## config.mk

```make
export PLATFORM = sky130hd
export DESIGN_NAME = lfsr_range_rng
export DESIGN_NICKNAME = d
export VERILOG_FILES = /design/src/rtl/rng_pkg.sv /design/src/rtl/lfsr_core.sv /design/src/rtl/lfsr_range_rng.sv
export SDC_FILE = /design/constraint.sdc
export NUM_CORES = 1
export LEC_CHECK = 0
export BUFFER_PORTS_ARGS = -buffer_cell sky130_fd_sc_hd__buf_2
export CAP_MARGIN = 0
export CORE_AREA = 2 2 54 56
export DETAILED_ROUTE_END_ITERATION = 10
export DIE_AREA = 0 0 56 58
export GPL_TIMING_DRIVEN = 0
export PLACE_DENSITY = 0.67
export SETUP_SLACK_MARGIN = 0.15
export SLEW_MARGIN = 20
export SYNTH_ARGS = -nofsm -noshare
export SYNTH_HDL_FRONTEND = slang
export SYNTH_SLANG_ARGS = --single-unit
```

## constraint.sdc

```tcl
create_clock -name clk -period 2.6 [get_ports clk]
set_clock_uncertainty 0.05 [all_clocks]
set_input_delay 0.26 -clock clk [delete_from_list [all_inputs] [get_ports clk]]
set_output_delay 0.26 -clock clk [all_outputs]
set_load 0.005 [all_outputs]
```

## src/rtl/rng_pkg.sv

```systemverilog
// Shared types and constants for the bounded LFSR random-number source.
package rng_pkg;

   typedef enum logic [1:0] {IDLE, DRAW, VALID} rng_state_t;

   localparam logic [4:0]  TAPS_W5  = 5'b10100;
   localparam logic [7:0]  TAPS_W8  = 8'hB8;
   localparam logic [15:0] TAPS_W16 = 16'hB400;

   localparam int unsigned MAX_TRIES_DEFAULT = 16;
   localparam int unsigned TRY_W_DEFAULT     = $clog2(MAX_TRIES_DEFAULT + 1);

   function automatic int unsigned try_cnt_w(input int unsigned max_tries);
      return $clog2(max_tries + 1);
   endfunction

endpackage

```

## src/rtl/lfsr_core.sv

```systemverilog
// Free-running Fibonacci LFSR with run-time reseed and zero-lock recovery.
module lfsr_core
   import rng_pkg::*;
#(
   parameter int unsigned      WIDTH = 5,
   parameter logic [WIDTH-1:0] TAPS  = TAPS_W5,
   parameter logic [WIDTH-1:0] SEED  = 5'b10101
) (
   input  logic             clk,
   input  logic             rst,
   input  logic             seed_load,
   input  logic [WIDTH-1:0] seed,
   output logic [WIDTH-1:0] state
);

   logic [WIDTH-1:0] state_d;
   logic             feedback;

   always_comb begin
      feedback = ^(state & TAPS);
      if (seed_load) begin
         state_d = (seed == '0) ? SEED : seed;
      end else if (state == '0) begin
         // An all-zero register would stick forever; recover to the reset seed.
         state_d = SEED;
      end else begin
         state_d = {state[WIDTH-2:0], feedback};
      end
   end

   always_ff @(posedge clk or posedge rst) begin
      if (rst) begin
         state <= SEED;
      end else begin
         state <= state_d;
      end
   end

endmodule

```

## src/rtl/lfsr_range_rng.sv

```systemverilog
// Bounded random values in [0, limit] by rejection sampling an LFSR, with valid/ready output.
module lfsr_range_rng
   import rng_pkg::*;
#(
   parameter int unsigned      WIDTH     = 5,
   parameter logic [WIDTH-1:0] TAPS      = TAPS_W5,
   parameter logic [WIDTH-1:0] SEED      = 5'b10101,
   parameter int unsigned      OUT_W     = 5,
   parameter int unsigned      MAX_TRIES = MAX_TRIES_DEFAULT
) (
   input  logic             clk,
   input  logic             rst,
   input  logic             seed_load,
   input  logic [WIDTH-1:0] seed,
   input  logic             req,
   input  logic [OUT_W-1:0] limit,
   output logic             rnd_valid,
   input  logic             rnd_ready,
   output logic [OUT_W-1:0] rnd,
   output logic             busy,
   output logic             fallback
);

   localparam int unsigned TRY_W = try_cnt_w(MAX_TRIES);

   logic [WIDTH-1:0] lfsr_state;
   logic [OUT_W-1:0] cand;
   logic [TRY_W-1:0] try_q;
   logic [TRY_W-1:0] try_nxt;
   rng_state_t       state_q;
   logic [OUT_W-1:0] rnd_q;
   logic             rnd_valid_q;
   logic             busy_q;
   logic             fallback_q;

   lfsr_core #(
      .WIDTH (WIDTH),
      .TAPS  (TAPS),
      .SEED  (SEED)
   ) u_lfsr (
      .clk       (clk),
      .rst       (rst),
      .seed_load (seed_load),
      .seed      (seed),
      .state     (lfsr_state)
   );

   assign cand    = lfsr_state[OUT_W-1:0];
   assign try_nxt = try_q + TRY_W'(1);

   always_ff @(posedge clk or posedge rst) begin
      if (rst) begin
         state_q     <= IDLE;
         try_q       <= '0;
         rnd_q       <= '0;
         rnd_valid_q <= 1'b0;
         busy_q      <= 1'b0;
         fallback_q  <= 1'b0;
      end else begin
         case (state_q)
            IDLE: begin
               if (req) begin
                  state_q <= DRAW;
                  try_q   <= '0;
                  busy_q  <= 1'b1;
               end
            end
            DRAW: begin
               if (seed_load) begin
                  // Reseeding mid-draw abandons the request without producing a value.
                  state_q <= IDLE;
                  try_q   <= '0;
                  busy_q  <= 1'b0;
               end else if (cand <= limit) begin
                  state_q     <= VALID;
                  rnd_q       <= cand;
                  fallback_q  <= 1'b0;
                  rnd_valid_q <= 1'b1;
               end else if (try_nxt == TRY_W'(MAX_TRIES)) begin
                  state_q     <= VALID;
                  try_q       <= try_nxt;
                  rnd_q       <= limit;
                  fallback_q  <= 1'b1;
                  rnd_valid_q <= 1'b1;
               end else begin
                  try_q <= try_nxt;
               end
            end
            VALID: begin
               if (rnd_ready) begin
                  rnd_valid_q <= 1'b0;
                  fallback_q  <= 1'b0;
                  if (req) begin
                     state_q <= DRAW;
                     try_q   <= '0;
                  end else begin
                     state_q <= IDLE;
                     busy_q  <= 1'b0;
                  end
               end
            end
            default: begin
               state_q     <= IDLE;
               busy_q      <= 1'b0;
               rnd_valid_q <= 1'b0;
            end
         endcase
      end
   end

   assign rnd       = rnd_q;
   assign rnd_valid = rnd_valid_q;
   assign busy      = busy_q;
   assign fallback  = fallback_q;

endmodule
```

==> results.py <==
metrics = {
    "cells_and_area": {
        "diodes": 0,
        "drive_gt1_share_pct": 24.7,
        "nNetsFinal": 168,
        "num-fill-cells": 254,
        "area_growth_pct": 15.9,
    },
    "sta": {
        "setup_tns_ns": 0,
        "hold_viol_final": 0,
        "timing.final.crit_share_pct": 77.4,
        "slew_headroom_pct": 49.4,
        "timing.final.ws_setup_ns": 0.588,
        "setup_viol_count_final": 0,
        "grt_setup_unrepaired": "no",
        "slew_violations": 0,
        "whs_ns": 0.00358,
        "worst_slew_pin_slew_ns": 0.758,
        "fin_crit_ns": 2.01,
        "clock.fmax_mhz": 497,
    },
    "drt": {
        "drcViolationCount": 0,
        "postRouteAntennaNets": 0,
        "drtIter0Drc": 41,
        "wl_um": 2470,
        "vias_per_cell": 5.57,
        "routedWlPerCell_um": 14.0,
        "dr.pass1.iters": 4,
        "vias": 986,
    },
    "logic_synthesis": {
        "syn_inst": 121,
        "yosysWarningCount": 0,
        "synth-edff-count": 0,
        "synth_nets": 142,
        "ys_top_cells_by_count": "dfrtp_1, inv_1, o21ai_0",
        "synth-seq-cells": 20,
        "synth_area_leaders": "dfrtp_1, dfstp_2, ha_1",
        "yosys.area.top_type": "dfrtp_1",
        "synthDominantCellAreaShare_pct": 37.5,
        "seq_area_frac_synth_pct": 44.5,
        "avgSynthCellArea_um2": 9.37,
        "synth_most_common_cell": "dfrtp_1",
        "synthDistinctLibCells": 34,
        "synthArstFlopShare_pct": 100,
        "syn_area_um2": 1130,
        "dominantRegCellSynth": "dfrtp_1",
    },
    "placement": {
        "hpwl_um": 1900,
        "port_buffers": 21,
        "place_congestion": 0.907,
        "post-place-ws_ns": 0.609,
    },
    "worst_setup_path": {
        "regToRegEndpoint": "rnd[3]$_DFFE_PP0P_",
        "crit_required_ns": 2.75,
        "cp-end-kind": "flop",
        "cp-start-kind": "flop",
        "crit_type": "flop to flop",
        "rrSetupSlack_ns": 0.59,
        "r2r-start": "u_lfsr.state[4]$_DFF_PP1_",
        "path_max_fanout": 10,
        "worst_ep_arrival_time_ns": 2.16,
        "reg2reg_depth": 7,
    },
    "global_routing": {
        "overflow": 0,
        "antenna_found_initial": 0,
        "grt_pass1_vias": 908,
        "grt_max_degree": 21,
        "globalRouteTotalUtil_pct": 16.2,
        "grt_pass1_wl_um": 4150,
    },
    "clock_network": {
        "post-cts-setup-buffer-count": 0,
        "clk_latency_ns": 0.32,
        "ctsResizeCount": 0,
        "numCtsBuffers": 3,
        "cts_root_buffer": "clkbuf_4",
        "ctsLongestPathBuffers": 2,
        "clock-sinks": 20,
        "cts.htree.levels": 1,
        "hold_buffers": 0,
        "tritoncts": "built",
        "clk_pin_slew_ns": 0.12,
    },
    "floorplan": {
        "die_w_um": 56,
        "fp-row-count": 19,
        "die_h_um": 58,
        "core_area_um2": 2660,
        "design.die.area_um2": 3250,
        "initial_utilization_pct": 42.6,
        "io_pins": 23,
    },
    "job": {
        "drv_cap": 0,
    },
    "power": {
        "ir_drop_uv": 565,
        "p_leak_nw": 0.615,
        "power.total_mw": 0.922,
        "power_density_nw_per_um2": 702,
    },
    "min_path": {
        "hold_class": "input port to asynchronous set/reset pin",
    },
    "run_status": {
        "outcome": "completed",
    },
}
-- stage by stage --
step                      cells  utilization (%)  area (µm²)
after global routing        177             49.3        1310
after floorplan             121                -        1130
after global placement      173             48.0        1280
after CTS                   177             49.3        1310
after detailed placement    173             48.0        1280
final                       177             49.3        1310
-- worst max-delay path: stages, from the launching register on --
cell	delay [ns]
dfstp_2	0.59
ha_1	0.27
a21oi_1	0.22
o221ai_2	0.19
and2_4	0.18
buf_6	0.13
o22ai_1	0.18
a2bb2oi_1	0.09
-- worst max path at each step --
stage,from,to,slack [ns],cells past startpoint
final,u_lfsr.state[4]$_DFF_PP1_,rnd[3]$_DFFE_PP0P_,0.59,7
after global routing,u_lfsr.state[4]$_DFF_PP1_,rnd[4]$_DFFE_PP0P_,0.42,7
after CTS,u_lfsr.state[4]$_DFF_PP1_,rnd[3]$_DFFE_PP0P_,0.59,7
after detailed placement,u_lfsr.state[4]$_DFF_PP1_,rnd[3]$_DFFE_PP0P_,0.61,7
after global placement,u_lfsr.state[0]$_DFF_PP1_,rnd[4]$_DFFE_PP0P_,0.64,9
after floorplan,u_lfsr.state[0]$_DFF_PP1_,rnd[0]$_DFFE_PP0P_,0.77,9
-- cell type report --
type                            instances  area, µm²  area share [%]
Buffer                                  4       25.0            1.90
Clock buffer                            4       36.3            2.76
Inverter                               12       45.0            3.43
Multi-Input combinational cell         85        559            42.6
Sequential cell                        20        504            38.4
Tap cell                               31       38.8            2.95
Timing Repair Buffer                   21        105            8.00
-- routing by layer --
| metal | track usage, % | up-vias | wire (µm) |
|---|---|---|---|
| met5 | 0 | - | 0 |
| met4 | 4.08 | 0 | 27 |
| met3 | 3.13 | 4 | 106 |
| met2 | 26.6 | 25 | 1140 |
| met1 | 22.2 | 462 | 1200 |
| li1 | - | 495 | - |
-- power breakdown --
part / internal [mW] / total, mW / switching [mW]
clock: 0.0857 / 0.189 / 0.104
combinational: 0.143 / 0.284 / 0.141
sequential: 0.387 / 0.449 / 0.0613
total: 0.616 / 0.922 / 0.306
-- kinds of logic (layout without fill, tap and decap cells) --
group / after synthesis / in the layout / synth area share, %
adder cells (fa/ha/maj): 6 / 6 / 6.62
AO/OA/AOI/OAI: 48 / 48 / 27.7
multiplexers: 1 / 1 / 0.993
AND/OR/NAND/NOR: 30 / 30 / 14.0
flip-flops: 20 / 20 / 44.5
buffers and inverters: 16 / 41 / 6.18
-- sequential cells by signal, indices dropped and copies added, names as in the netlist --
name          cells
rnd_valid         1
u_lfsr.state      5
rnd               5
state_q           2
try_q             5
fallback          1
busy              1
-- cells in the final DEF, fill, tap and decap left out, types with 2 or more instances in the layout --
cell,netlist,final
a21oi_1,9,9
o21ai_1,3,3
nor3_1,2,2
a31oi_1,4,4
clkbuf_4,0,3
o22a_1,2,2
inv_1,12,12
o22ai_1,6,6
o21ai_0,11,11
nor2_1,5,5
nand3_1,5,5
buf_2,2,23
and3_1,2,2
nand4_1,2,2
dfstp_2,3,3
ha_1,6,6
dfrtp_1,17,17
a2bb2oi_1,5,5
a21o_1,2,2
and2_1,2,2
nand2_1,7,7
Power figures use the tool's default switching activity.
